--- src/rtl/tdc_bus_pkg.sv ---
// Shared definitions for the TDC parallel register bus (writer and reader sides).
package tdc_bus_pkg;

    localparam int unsigned TDC_ADDR_W = 4;
    localparam int unsigned TDC_DATA_W = 28;
    localparam int unsigned CYC_W      = 8;

    typedef struct packed {
        logic [TDC_ADDR_W-1:0] addr;
        logic [TDC_DATA_W-1:0] data;
    } tdc_cmd_t;

    typedef enum logic [2:0] {
        IDLE,
        SETUP,
        STROBE,
        HOLD,
        RECOVER
    } tdc_state_e;

    // Counter reload for a phase: a programmed 0 behaves like 1 cycle.
    function automatic logic [CYC_W-1:0] cyc_load(input logic [CYC_W-1:0] cyc);
        return (cyc == '0) ? '0 : cyc - CYC_W'(1);
    endfunction

endpackage

--- src/rtl/tdc_cmd_fifo.sv ---
// Synchronous command FIFO for TDC register writes; flags and overflow are registered.
module tdc_cmd_fifo
    import tdc_bus_pkg::*;
#(
    parameter int unsigned DEPTH = 4
) (
    input  logic     clk,
    input  logic     reset,
    input  logic     push,
    input  tdc_cmd_t push_data,
    input  logic     pop,
    output tdc_cmd_t head,
    output logic     full,
    output logic     empty,
    output logic     overflow
);

    localparam int unsigned PTR_W = $clog2(DEPTH);
    localparam int unsigned CNT_W = PTR_W + 1;

    tdc_cmd_t           mem_q [DEPTH];
    logic [PTR_W-1:0]   wr_ptr_q, wr_ptr_d;
    logic [PTR_W-1:0]   rd_ptr_q, rd_ptr_d;
    logic [CNT_W-1:0]   count_q, count_d;
    logic               full_q, full_d;
    logic               empty_q, empty_d;
    logic               overflow_q, overflow_d;
    logic               pop_ok_c, push_ok_c, full_now_c;

    // A push into a full FIFO is accepted only when a pop frees a slot in the same cycle.
    always_comb begin
        full_now_c = (count_q == CNT_W'(DEPTH));
        pop_ok_c   = pop && (count_q != '0);
        push_ok_c  = push && (!full_now_c || pop_ok_c);
        wr_ptr_d   = push_ok_c ? wr_ptr_q + PTR_W'(1) : wr_ptr_q;
        rd_ptr_d   = pop_ok_c  ? rd_ptr_q + PTR_W'(1) : rd_ptr_q;
        count_d    = count_q;
        if (push_ok_c && !pop_ok_c) begin
            count_d = count_q + CNT_W'(1);
        end else if (!push_ok_c && pop_ok_c) begin
            count_d = count_q - CNT_W'(1);
        end
        full_d     = full_now_c;
        empty_d    = (count_q == '0);
        overflow_d = overflow_q | (push && full_now_c && !pop_ok_c);
    end

    always_ff @(posedge clk) begin
        if (reset) begin
            wr_ptr_q   <= '0;
            rd_ptr_q   <= '0;
            count_q    <= '0;
            full_q     <= 1'b0;
            empty_q    <= 1'b1;
            overflow_q <= 1'b0;
        end else begin
            wr_ptr_q   <= wr_ptr_d;
            rd_ptr_q   <= rd_ptr_d;
            count_q    <= count_d;
            full_q     <= full_d;
            empty_q    <= empty_d;
            overflow_q <= overflow_d;
        end
    end

    always_ff @(posedge clk) begin
        if (push_ok_c) begin
            mem_q[wr_ptr_q] <= push_data;
        end
    end

    assign head     = mem_q[rd_ptr_q];
    assign full     = full_q;
    assign empty    = empty_q;
    assign overflow = overflow_q;

endmodule

--- src/rtl/tdc_reg_write.sv ---
// Write-side master for the TDC register bus: queues writes and generates CSN/WRN
// strobes with programmable setup/strobe/hold/recovery timing, arbitrating with the reader.
module tdc_reg_write
    import tdc_bus_pkg::*;
#(
    parameter int unsigned      DEPTH      = 4,
    parameter logic [CYC_W-1:0] SETUP_CYC  = 8'd1,
    parameter logic [CYC_W-1:0] STROBE_CYC = 8'd2,
    parameter logic [CYC_W-1:0] HOLD_CYC   = 8'd1,
    parameter logic [CYC_W-1:0] RECOV_CYC  = 8'd2
) (
    input  logic                  clk,
    input  logic                  reset,
    input  logic                  write,
    input  logic [TDC_ADDR_W-1:0] addr_in,
    input  logic [TDC_DATA_W-1:0] data_in,
    input  logic                  rd_busy,
    output logic [TDC_ADDR_W-1:0] addr_out,
    output logic [TDC_DATA_W-1:0] data_out,
    output logic                  data_oe,
    output logic                  CSN,
    output logic                  WRN,
    output logic                  wr_busy,
    output logic                  full,
    output logic                  empty,
    output logic                  overflow,
    output logic                  done
);

    tdc_state_e            state_q, state_d;
    logic [CYC_W-1:0]      cnt_q, cnt_d;
    logic                  csn_q, csn_d;
    logic                  wrn_q, wrn_d;
    logic                  oe_q, oe_d;
    logic                  busy_q, busy_d;
    logic                  done_q, done_d;
    logic [TDC_ADDR_W-1:0] addr_q, addr_d;
    logic [TDC_DATA_W-1:0] data_q, data_d;
    logic                  pop_c;
    tdc_cmd_t              head_c;
    tdc_cmd_t              push_cmd_c;

    assign push_cmd_c.addr = addr_in;
    assign push_cmd_c.data = data_in;

    tdc_cmd_fifo #(
        .DEPTH (DEPTH)
    ) u_fifo (
        .clk       (clk),
        .reset     (reset),
        .push      (write),
        .push_data (push_cmd_c),
        .pop       (pop_c),
        .head      (head_c),
        .full      (full),
        .empty     (empty),
        .overflow  (overflow)
    );

    // One shared down-counter times every phase; it is reloaded on each state entry.
    always_comb begin
        state_d = state_q;
        cnt_d   = cnt_q;
        csn_d   = csn_q;
        wrn_d   = wrn_q;
        oe_d    = oe_q;
        busy_d  = busy_q;
        done_d  = 1'b0;
        addr_d  = addr_q;
        data_d  = data_q;
        pop_c   = 1'b0;
        unique case (state_q)
            IDLE: begin
                if (!empty && !rd_busy) begin
                    pop_c   = 1'b1;
                    state_d = SETUP;
                    cnt_d   = cyc_load(SETUP_CYC);
                    csn_d   = 1'b0;
                    oe_d    = 1'b1;
                    busy_d  = 1'b1;
                    addr_d  = head_c.addr;
                    data_d  = head_c.data;
                end
            end
            SETUP: begin
                if (cnt_q == '0) begin
                    state_d = STROBE;
                    cnt_d   = cyc_load(STROBE_CYC);
                    wrn_d   = 1'b0;
                end else begin
                    cnt_d = cnt_q - CYC_W'(1);
                end
            end
            STROBE: begin
                if (cnt_q == '0) begin
                    state_d = HOLD;
                    cnt_d   = cyc_load(HOLD_CYC);
                    wrn_d   = 1'b1;
                    done_d  = 1'b1;
                end else begin
                    cnt_d = cnt_q - CYC_W'(1);
                end
            end
            HOLD: begin
                if (cnt_q == '0) begin
                    state_d = RECOVER;
                    cnt_d   = cyc_load(RECOV_CYC);
                    csn_d   = 1'b1;
                    oe_d    = 1'b0;
                    busy_d  = 1'b0;
                end else begin
                    cnt_d = cnt_q - CYC_W'(1);
                end
            end
            RECOVER: begin
                if (cnt_q == '0) begin
                    state_d = IDLE;
                end else begin
                    cnt_d = cnt_q - CYC_W'(1);
                end
            end
            default: begin
                state_d = IDLE;
                cnt_d   = '0;
            end
        endcase
    end

    always_ff @(posedge clk) begin
        if (reset) begin
            state_q <= IDLE;
            cnt_q   <= '0;
            csn_q   <= 1'b1;
            wrn_q   <= 1'b1;
            oe_q    <= 1'b0;
            busy_q  <= 1'b0;
            done_q  <= 1'b0;
            addr_q  <= '0;
            data_q  <= '0;
        end else begin
            state_q <= state_d;
            cnt_q   <= cnt_d;
            csn_q   <= csn_d;
            wrn_q   <= wrn_d;
            oe_q    <= oe_d;
            busy_q  <= busy_d;
            done_q  <= done_d;
            addr_q  <= addr_d;
            data_q  <= data_d;
        end
    end

    assign addr_out = addr_q;
    assign data_out = data_q;
    assign data_oe  = oe_q;
    assign CSN      = csn_q;
    assign WRN      = wrn_q;
    assign wr_busy  = busy_q;
    assign done     = done_q;

endmodule

--- config.mk ---
export PLATFORM = sky130hd
export DESIGN_NAME = tdc_reg_write
export DESIGN_NICKNAME = d
export VERILOG_FILES = /design/src/rtl/tdc_bus_pkg.sv /design/src/rtl/tdc_cmd_fifo.sv /design/src/rtl/tdc_reg_write.sv
export SDC_FILE = /design/constraint.sdc
export NUM_CORES = 1
export LEC_CHECK = 0
export BUFFER_PORTS_ARGS = -buffer_cell sky130_fd_sc_hd__buf_2
export CORE_ASPECT_RATIO = 1.25
export CORE_UTILIZATION = 35
export CTS_BUF_LIST = sky130_fd_sc_hd__clkbuf_4 sky130_fd_sc_hd__clkbuf_8
export CTS_CLUSTER_DIAMETER = 80
export DETAILED_ROUTE_END_ITERATION = 6
export HOLD_SLACK_MARGIN = 0.03
export SKIP_LAST_GASP = 1
export SLEW_MARGIN = 20
export SYNTH_ARGS = -nofsm -noshare
export SYNTH_HDL_FRONTEND = slang
export SYNTH_SLANG_ARGS = --single-unit
--- constraint.sdc ---
create_clock -name clk -period 3 [get_ports clk]
set_clock_uncertainty 0.1 [all_clocks]
set_input_delay 0.3 -clock clk [delete_from_list [all_inputs] [get_ports clk]]
set_output_delay 0.3 -clock clk [all_outputs]
set_load 0.02 [all_outputs]
==> reports/qor.log, run 1 <==
qor: run_status.status completed
qor: clocking.cts-htree-levels 4
qor: drt.wirelength 13.9 mm
qor: clocking.numClockSinks 185
qor: hold_path.min_path_type input pin to register
qor: critical_path.cp_slowest_cell sky130_fd_sc_hd__dfxtp_1
qor: critical_path.crit_path_max_fanout 11
qor: yosys.yosys.area_share.xor_xnor 0.00627
qor: power_and_ir_drop.pwr_density_cell 754 nW/um2
qor: critical_path.critical_path.cell_chain nor3_1 -> a21oi_1 -> nor2_1 -> ha_1 -> inv_1 -> fa_1 -> xor2_1 -> or3_1 -> a21oi_1
qor: drt.route.layer.met1.wl 5.54 mm
qor: layout.layout.filler_cells 1776
qor: clocking.clock_tree_from_tritoncts done
qor: yosys.synth-simple-area-share 0.0831
qor: clocking.clkTransAtPathRegs 0.10 ns
qor: yosys.synth_cells 458
qor: yosys.syn-num-nets 501
qor: layout.design.final.nets 612
qor: floorplan.die_x 128 um
qor: layout.final_layout_size_suffix_gt1_frac 0.284
qor: floorplan.floorplan.io_pins 76
qor: critical_path.reg2reg_depth 9
qor: sta.setup_repair_after_global_routing_missed_its_margin false
qor: sta.timing_hold_violations_final 0
qor: yosys.yosys.area_share.adder 0.0136
qor: yosys.ys_dominant_reg_cell sky130_fd_sc_hd__edfxtp_1
qor: critical_path.setup.worst_path.end_class register
qor: yosys.synth-edff-count 128
qor: drt.met3_length 625 um
qor: placed_design.numPlacedInstances 783
qor: global_route.globalRoute.totalOverflow 0
qor: placed_design.numPortBuffers 75
qor: placed_design.detailed_place.area 7720 um2
qor: sta.drv_slew 0
qor: clocking.cts.root.buffer_cell sky130_fd_sc_hd__clkbuf_8
qor: global_route.grt_antenna_before_repair 0
qor: sta.finalSetupViolCount 0
qor: clocking.worstSkewPairLatency 0.46 ns
qor: sta.max_freq 0.404 GHz
qor: layout.multiInputGateArea 1880 um2
qor: drt.dr_total_vias 4100
qor: global_route.first_global_vias 4321
qor: global_route.grt_pass1_wl 22.5 mm
qor: drt.initialDrtViolationCount 208
qor: drt.post_drt_via_cell_ratio 4.84
qor: placed_design.place.gp.congestion 0.826
qor: critical_path.start_kind register
qor: clocking.clk_path_buf_depth 2
qor: floorplan.floorplan.die.height 160 um
qor: floorplan.floorplan.core_area 19500 um2
qor: layout.flow.area_growth_from_synthesis 20.4%
qor: drt.highest-signal-layer met4
qor: critical_path.max_stage_delay 0.41 ns
qor: floorplan.initial_utilization 0.359
qor: clocking.cts_inserted_buffers 17
qor: critical_path.crit_path_end u_fifo.count_q[2]$_SDFFE_PP0P_
qor: layout.finish.instance_area 8410 um2
qor: yosys.synth-compound-area-share 0.0559
qor: yosys.mappedNetlistArea 6990 um2
qor: critical_path.setup.worst_path.start state_q[2]$_SDFFE_PP0P_
qor: layout.layoutNonFillerInstCount 847
qor: power_and_ir_drop.p_leak 2.94 nW
qor: global_route.global_route.usage.total 0.147
qor: global_route.largest_net_degree_at_the_start_of_global_routing 38
qor: yosys.yosys-mux-area-fraction 0.108
qor: critical_path.worst_r2r_src state_q[2]$_SDFFE_PP0P_
qor: layout.final_core_utilization 0.432
qor: flow_run.maximum_capacitance_violations 0
qor: yosys.synthDistinctLibCells 45
qor: yosys.synth-seq-cells 185
qor: yosys.syn_avg_cell_area 15.3 um2
qor: drt.drt_pre_antenna_iters 6
qor: yosys.yosysSeqAreaShare 0.713
qor: sta.relative_max_transition_margin 0.363
qor: critical_path.timing.setup.critical_path_class register to register
qor: yosys.synth-warning-count 0
qor: drt.drc_errors 0
qor: floorplan.floorplan.rows 57
qor: sta.worst_pin_slew 0.955 ns
qor: drt.post_drt_wl_per_cell 16.4 um
qor: layout.antenna_cells_inserted 0
qor: drt.final_antenna_net_count 0
qor: sta.final.period_utilization 0.825
qor: yosys.synth_top_family_by_area multiplexers
qor: placed_design.hpwl 8.85 mm
qor: yosys.proportion_of_register_bits_with_asynchronous_set_or_reset_after_synthesis 0
qor: sta.final_sum_of_negative_setup_slack 0 ns
qor: drt.met2_wirelength 7.52 mm
qor: floorplan.design.die.area 20500 um2
qor: critical_path.worst_path_most_repeated_cell sky130_fd_sc_hd__a21oi_1
qor: layout.register_area 4990 um2
qor: sta.finalWorstPathRequiredPeriod 2.47 ns
qor: power_and_ir_drop.irDropWorstVdd 0.306 mV
qor: critical_path.critPathArrivalTime 2.76 ns
qor: critical_path.crit_required 3.29 ns
qor: critical_path.critical_path.reg2reg.endpoint u_fifo.count_q[2]$_SDFFE_PP0P_
qor: critical_path.r2r_setup_slack 0.53 ns
flip-flops by register name, summed over array words and instances (netlist names):
signal / cells
state_q: 3
u_fifo.mem_q: 128
u_fifo.rd_ptr_q: 2
u_fifo.empty: 1
wr_busy: 1
WRN: 1
u_fifo.full: 1
done: 1
CSN: 1
data_out: 28
u_fifo.wr_ptr_q: 2
cnt_q: 8
u_fifo.overflow: 1
u_fifo.count_q: 3
addr_out: 4
critical path: cells and delay by family (launching register included):
family,cells,cell delay [ns]
compound gates,2,0.31
simple gates,3,0.76
fa+ha+maj,2,0.57
buf+inv,1,0.07
xor+xnor,1,0.19
flops,1,0.41
cells in the mapped netlist (all sizes together), types with 4 or more instances:
| master | instances | area (um2) |
|---|---|---|
| or3 | 7 | 50.1 |
| mux4 | 32 | 721 |
| buf | 9 | 45.1 |
| ha | 6 | 75.1 |
| clkbuf | 17 | 65.1 |
| or4 | 6 | 45.0 |
| a21oi | 45 | 225 |
| nor2 | 17 | 63.8 |
| o21ai | 11 | 55.1 |
| dfxtp | 57 | 1140 |
| and3 | 5 | 31.3 |
| inv | 8 | 30.0 |
| nand2 | 67 | 251 |
| xor2 | 4 | 35.0 |
| edfxtp | 128 | 3840 |
timing repair:
item / CTS / global route
buffers inserted: 0 / 0
hold buffers: 32 / 0
hold endpoints to repair: 128 / 0
gates resized for setup: 0 / 0
per-stage QoR:
| step | worst slack (ns) | total power [mW] | hold slack (ns) |
|---|---|---|---|
| after CTS | 0.543 | 6.42 | 0.0511 |
| after detailed placement | 0.570 | 4.82 | 0.336 |
| final | 0.526 | 6.34 | 0.0952 |
| after global placement | 0.677 | 4.75 | 0.339 |
| after floorplan | 0.578 | 4.35 | 0.299 |
| after global routing | 0.332 | 6.70 | 0.0908 |
routing by layer:
layer / vias to the layer above / track usage
met4: 0 / 0.0433
li1: 1957 / -
met1: 2035 / 0.168
met3: 11 / 0.0422
met2: 97 / 0.264
met5: - / 0
cell type report:
type	count	share of cell area
clock inverter	14	0.0149
timing repair buffer	118	0.0970
clock buffer	18	0.0294
sequential	185	0.593
multi-input combinational	239	0.223
inverter	8	0.00357
tap	265	0.0394
cells in the final DEF (no fill, tap or decap), drive strengths merged, types with 3 or more instances in the layout:
| cell | netlist | final |
|---|---|---|
| a21oi | 45 | 45 |
| and3 | 5 | 5 |
| buf | 9 | 86 |
| clkbuf | 17 | 18 |
| clkinv | 0 | 3 |
| dfxtp | 57 | 57 |
| dlygate4sd3 | 0 | 32 |
| edfxtp | 128 | 128 |
| ha | 6 | 6 |
| inv | 8 | 18 |
| mux4 | 32 | 32 |
| nand2 | 67 | 67 |
| nand3 | 3 | 3 |
| nor2 | 17 | 17 |
| nor3 | 3 | 3 |
| o21ai | 11 | 11 |
| o31ai | 3 | 3 |
| or3 | 7 | 7 |
| or4 | 6 | 6 |
| xor2 | 4 | 4 |
cell families after synthesis:
kind of cell               Yosys count
AOI/OAI and AO/OA                   70
DFF                                185
and+or+nand+nor                    122
xor gates and xnor gates             5
muxes                               35
buffers and inverters               34
adders and majority gates            7
where the power goes:
| group | total, mW | leakage [nW] | switching (mW) | internal (mW) |
|---|---|---|---|---|
| Clock | 1.57 | 0.192 | 0.934 | 0.632 |
| Sequential | 3.22 | 1.64 | 0.164 | 3.06 |
| Combinational | 1.56 | 1.11 | 0.903 | 0.654 |
| Total | 6.34 | 2.94 | 2.00 | 4.34 |
worst min path at each step:
stage | startpoint | to | depth (start not counted)
3_5_place_dp | CSN$_SDFFE_PP1P_ | CSN$_SDFFE_PP1P_ | 2
4_1_cts | write | u_fifo.wr_ptr_q[0]$_SDFFE_PP0P_ | 3
3_3_place_gp | CSN$_SDFFE_PP1P_ | CSN$_SDFFE_PP1P_ | 2
5_1_grt | write | u_fifo.wr_ptr_q[1]$_SDFFE_PP0P_ | 3
6_report | write | u_fifo.wr_ptr_q[0]$_SDFFE_PP0P_ | 3
2_1_floorplan | data_in[0] | u_fifo.mem_q[0][0]$_DFFE_PP_ | 0
Note: power is estimated with default switching activity, not from simulation.
==> inputs of run 2 (changes only) <==
Clock period 3 ns to 2.4 ns, I/O delays scaled along.
==> reports/qor.log, run 2 (same netlist as run 1, synthesis figures left out) <==
qor: clocking.cts-htree-levels 4 [unchanged]
qor: drt.post_drt_wl_per_cell 16.4 um [+0.16%]
qor: floorplan.initial_utilization 0.359 [unchanged]
qor: placed_design.place.gp.congestion 0.713 [-14%]
qor: placed_design.numPortBuffers 75 [unchanged]
qor: power_and_ir_drop.share_clk_of_total_power 0.268 [+0.021]
qor: clocking.worstSkewPairLatency 0.45 ns [about the same]
qor: layout.layout.cells.most_common sky130_fd_sc_hd__edfxtp_1
qor: drt.drt_pre_antenna_iters 4 [-2]
qor: sta.relative_max_transition_margin 0.371 [+0.00827]
qor: drt.initialDrtViolationCount 206 [-0.96%]
qor: global_route.largest_net_degree_at_the_start_of_global_routing 36 [-5.3%]
qor: clocking.clkTransAtPathRegs 0.09 ns [about the same]
qor: power_and_ir_drop.internal-power 5.88 mW [+35%]
qor: drt.drc_errors 0 [unchanged]
qor: global_route.grt_antenna_before_repair 0 [unchanged]
qor: layout.antenna_cells_inserted 0 [unchanged]
qor: placed_design.hpwl 8.62 mm [-2.7%]
qor: sta.finalSetupViolCount 0 [unchanged]
qor: sta.worst_pin_slew 0.943 ns [-0.0124 ns]
qor: power_and_ir_drop.power_switching 2.41 mW [+21%]
qor: layout.finish.instance_area 8540 um2 [+1.5%]
qor: power_and_ir_drop.power.share.sequential 0.487 [-0.021]
qor: sta.max_freq 0.433 GHz [+7.1%]
qor: hold_path.min_path_type input pin to register
qor: clocking.clock_tree_from_tritoncts done
qor: sta.drv_slew 0 [unchanged]
qor: layout.design.final.nets 617 [+0.82%]
qor: power_and_ir_drop.power.switching_fraction 0.291 [-0.0243]
qor: floorplan.design.die.area 20500 um2 [unchanged]
qor: global_route.first_global_vias 4274 [-1.1%]
qor: global_route.globalRoute.totalOverflow 0 [unchanged]
qor: global_route.grtUsageMet2 0.249 [-0.0150]
qor: drt.final_antenna_net_count 0 [unchanged]
qor: global_route.grt_pass1_wl 22.5 mm [+0.21%]
qor: critical_path.crit_path_max_fanout 5 [-6]
qor: drt.post_drt_via_cell_ratio 4.86 [+0.38%]
qor: drt.wirelength 13.9 mm [+0.64%]
qor: power_and_ir_drop.irDropWorstVdd 0.365 mV [+19%]
qor: power_and_ir_drop.p_leak 2.99 nW [+1.7%]
qor: critical_path.crit_required 2.68 ns [-0.61 ns]
qor: floorplan.floorplan.rows 57 [unchanged]
qor: critical_path.timing.setup.critical_path_class register to register
qor: clocking.numClockSinks 185 [unchanged]
qor: drt.dr_total_vias 4135 [+0.85%]
qor: layout.layout.cells.most_common_list sky130_fd_sc_hd__edfxtp_1, sky130_fd_sc_hd__buf_2, sky130_fd_sc_hd__nand2_1, sky130_fd_sc_hd__dfxtp_1, sky130_fd_sc_hd__a21oi_1
qor: floorplan.floorplan.io_pins 76 [unchanged]
qor: floorplan.floorplan.die.height 160 um [unchanged]
qor: layout.max_flop_register u_fifo.mem_q
qor: clocking.cts.root.buffer_cell sky130_fd_sc_hd__clkbuf_8
qor: sta.final.period_utilization 0.963 [+0.138]
qor: placed_design.detailed_place.area 7740 um2 [+0.26%]
qor: critical_path.start_kind register
qor: critical_path.critPathArrivalTime 2.59 ns [-0.17 ns]
qor: global_route.grt_met3_usage 0.0365 [-0.00570]
qor: floorplan.floorplan.core_area 19500 um2 [unchanged]
qor: clocking.clk_path_buf_depth 2 [unchanged]
qor: sta.finalWorstPathRequiredPeriod 2.31 ns [-0.164 ns]
qor: critical_path.setup.worst_path.end_class register
qor: sta.timing_hold_violations_final 0 [unchanged]
qor: flow_run.maximum_capacitance_violations 0 [unchanged]
qor: floorplan.die_x 128 um [unchanged]
qor: global_route.grt_most_used_layer met2
qor: sta.final.hold.worst_slack 0.223 ns [+0.128 ns]
qor: clocking.cts_inserted_buffers 17 [unchanged]
qor: global_route.global_route.usage.total 0.147 [-0.000503]
qor: layout.largest_register_ffs 128 [unchanged]
qor: power_and_ir_drop.pwr_density_cell 971 nW/um2 [+29%]
qor: run_status.status completed
qor: layout.final_layout_size_suffix_gt1_frac 0.299 [+0.0151]
qor: global_route.grtUsageMet1 0.181 [+0.0122]
qor: layout.flow.area_growth_from_synthesis 22.3%
qor: power_and_ir_drop.comb_power_share 0.245 [about the same]
-- run 2: worst paths after layout --
kind	startpoint	end	slack (ns)	depth (start not counted)
max reg2reg	state_q[1]$_SDFFE_PP0P_	u_fifo.count_q[2]$_SDFFE_PP0P_	0.09	9
min reg2reg	CSN$_SDFFE_PP1P_	CSN$_SDFFE_PP1P_	0.35	2
min	reset	state_q[0]$_SDFFE_PP0P_	0.22	2
max	state_q[1]$_SDFFE_PP0P_	u_fifo.count_q[2]$_SDFFE_PP0P_	0.09	9
-- run 2: per-layer routing --
layer,share of wire,up-vias
li1,-,1953
met1,0.44,2077
met2,0.51,90
met3,0.039,15
met4,0.014,0
met5,0,-
-- run 2: layout make-up --
class,count,area (um2)
clock buffer,20,256
clock inverter,11,171
fill,1798,10900
inverter,8,30.0
multi-input combinational,239,1910
sequential,185,4990
tap,265,332
timing repair buffer,123,856
-- run 2: worst max-delay path: stages, from the launching register on --
cell and delay [ns]:
sky130_fd_sc_hd__dfxtp_2 0.34, sky130_fd_sc_hd__nor3_4 0.30, sky130_fd_sc_hd__a21oi_2 0.12, sky130_fd_sc_hd__nor2_1 0.13, sky130_fd_sc_hd__ha_2 0.19, sky130_fd_sc_hd__inv_1 0.05, sky130_fd_sc_hd__fa_1 0.37, sky130_fd_sc_hd__xor2_1 0.18
sky130_fd_sc_hd__or3_1 0.32, sky130_fd_sc_hd__a21oi_1 0.14
-- run 2: through the flow --
stage,setup WS (ns),utilization,total power [mW],setup TNS [ns],std cells
floorplan,0.104,-,5.44,0,458
global placement,0.123,0.398,5.98,0,785
detailed placement,0.0452,0.398,6.06,0,785
CTS,0.00675,0.437,8.33,0,849
global route,-0.0197,0.439,8.77,-0.0197,851
finish,0.0895,0.439,8.29,0,851
-- run 2: timing repair --
item	CTS	global route
pin swaps	0	4
cloned	0	0
buffers inserted	0	2
endpoints found under the setup margin	1	2
hold buffers	33	0
endpoints found under the hold margin	131	0
gates resized for setup	1	7
-- run 2: power by group through the flow --
stage / clock network (mW) / registers [mW] / logic [mW]
after floorplan: 0 / 4.18 / 1.26
after global placement: 0 / 4.08 / 1.89
after detailed placement: 0 / 4.11 / 1.95
after CTS: 2.28 / 4.04 / 2.01
after global routing: 2.42 / 4.09 / 2.25
final: 2.22 / 4.04 / 2.03
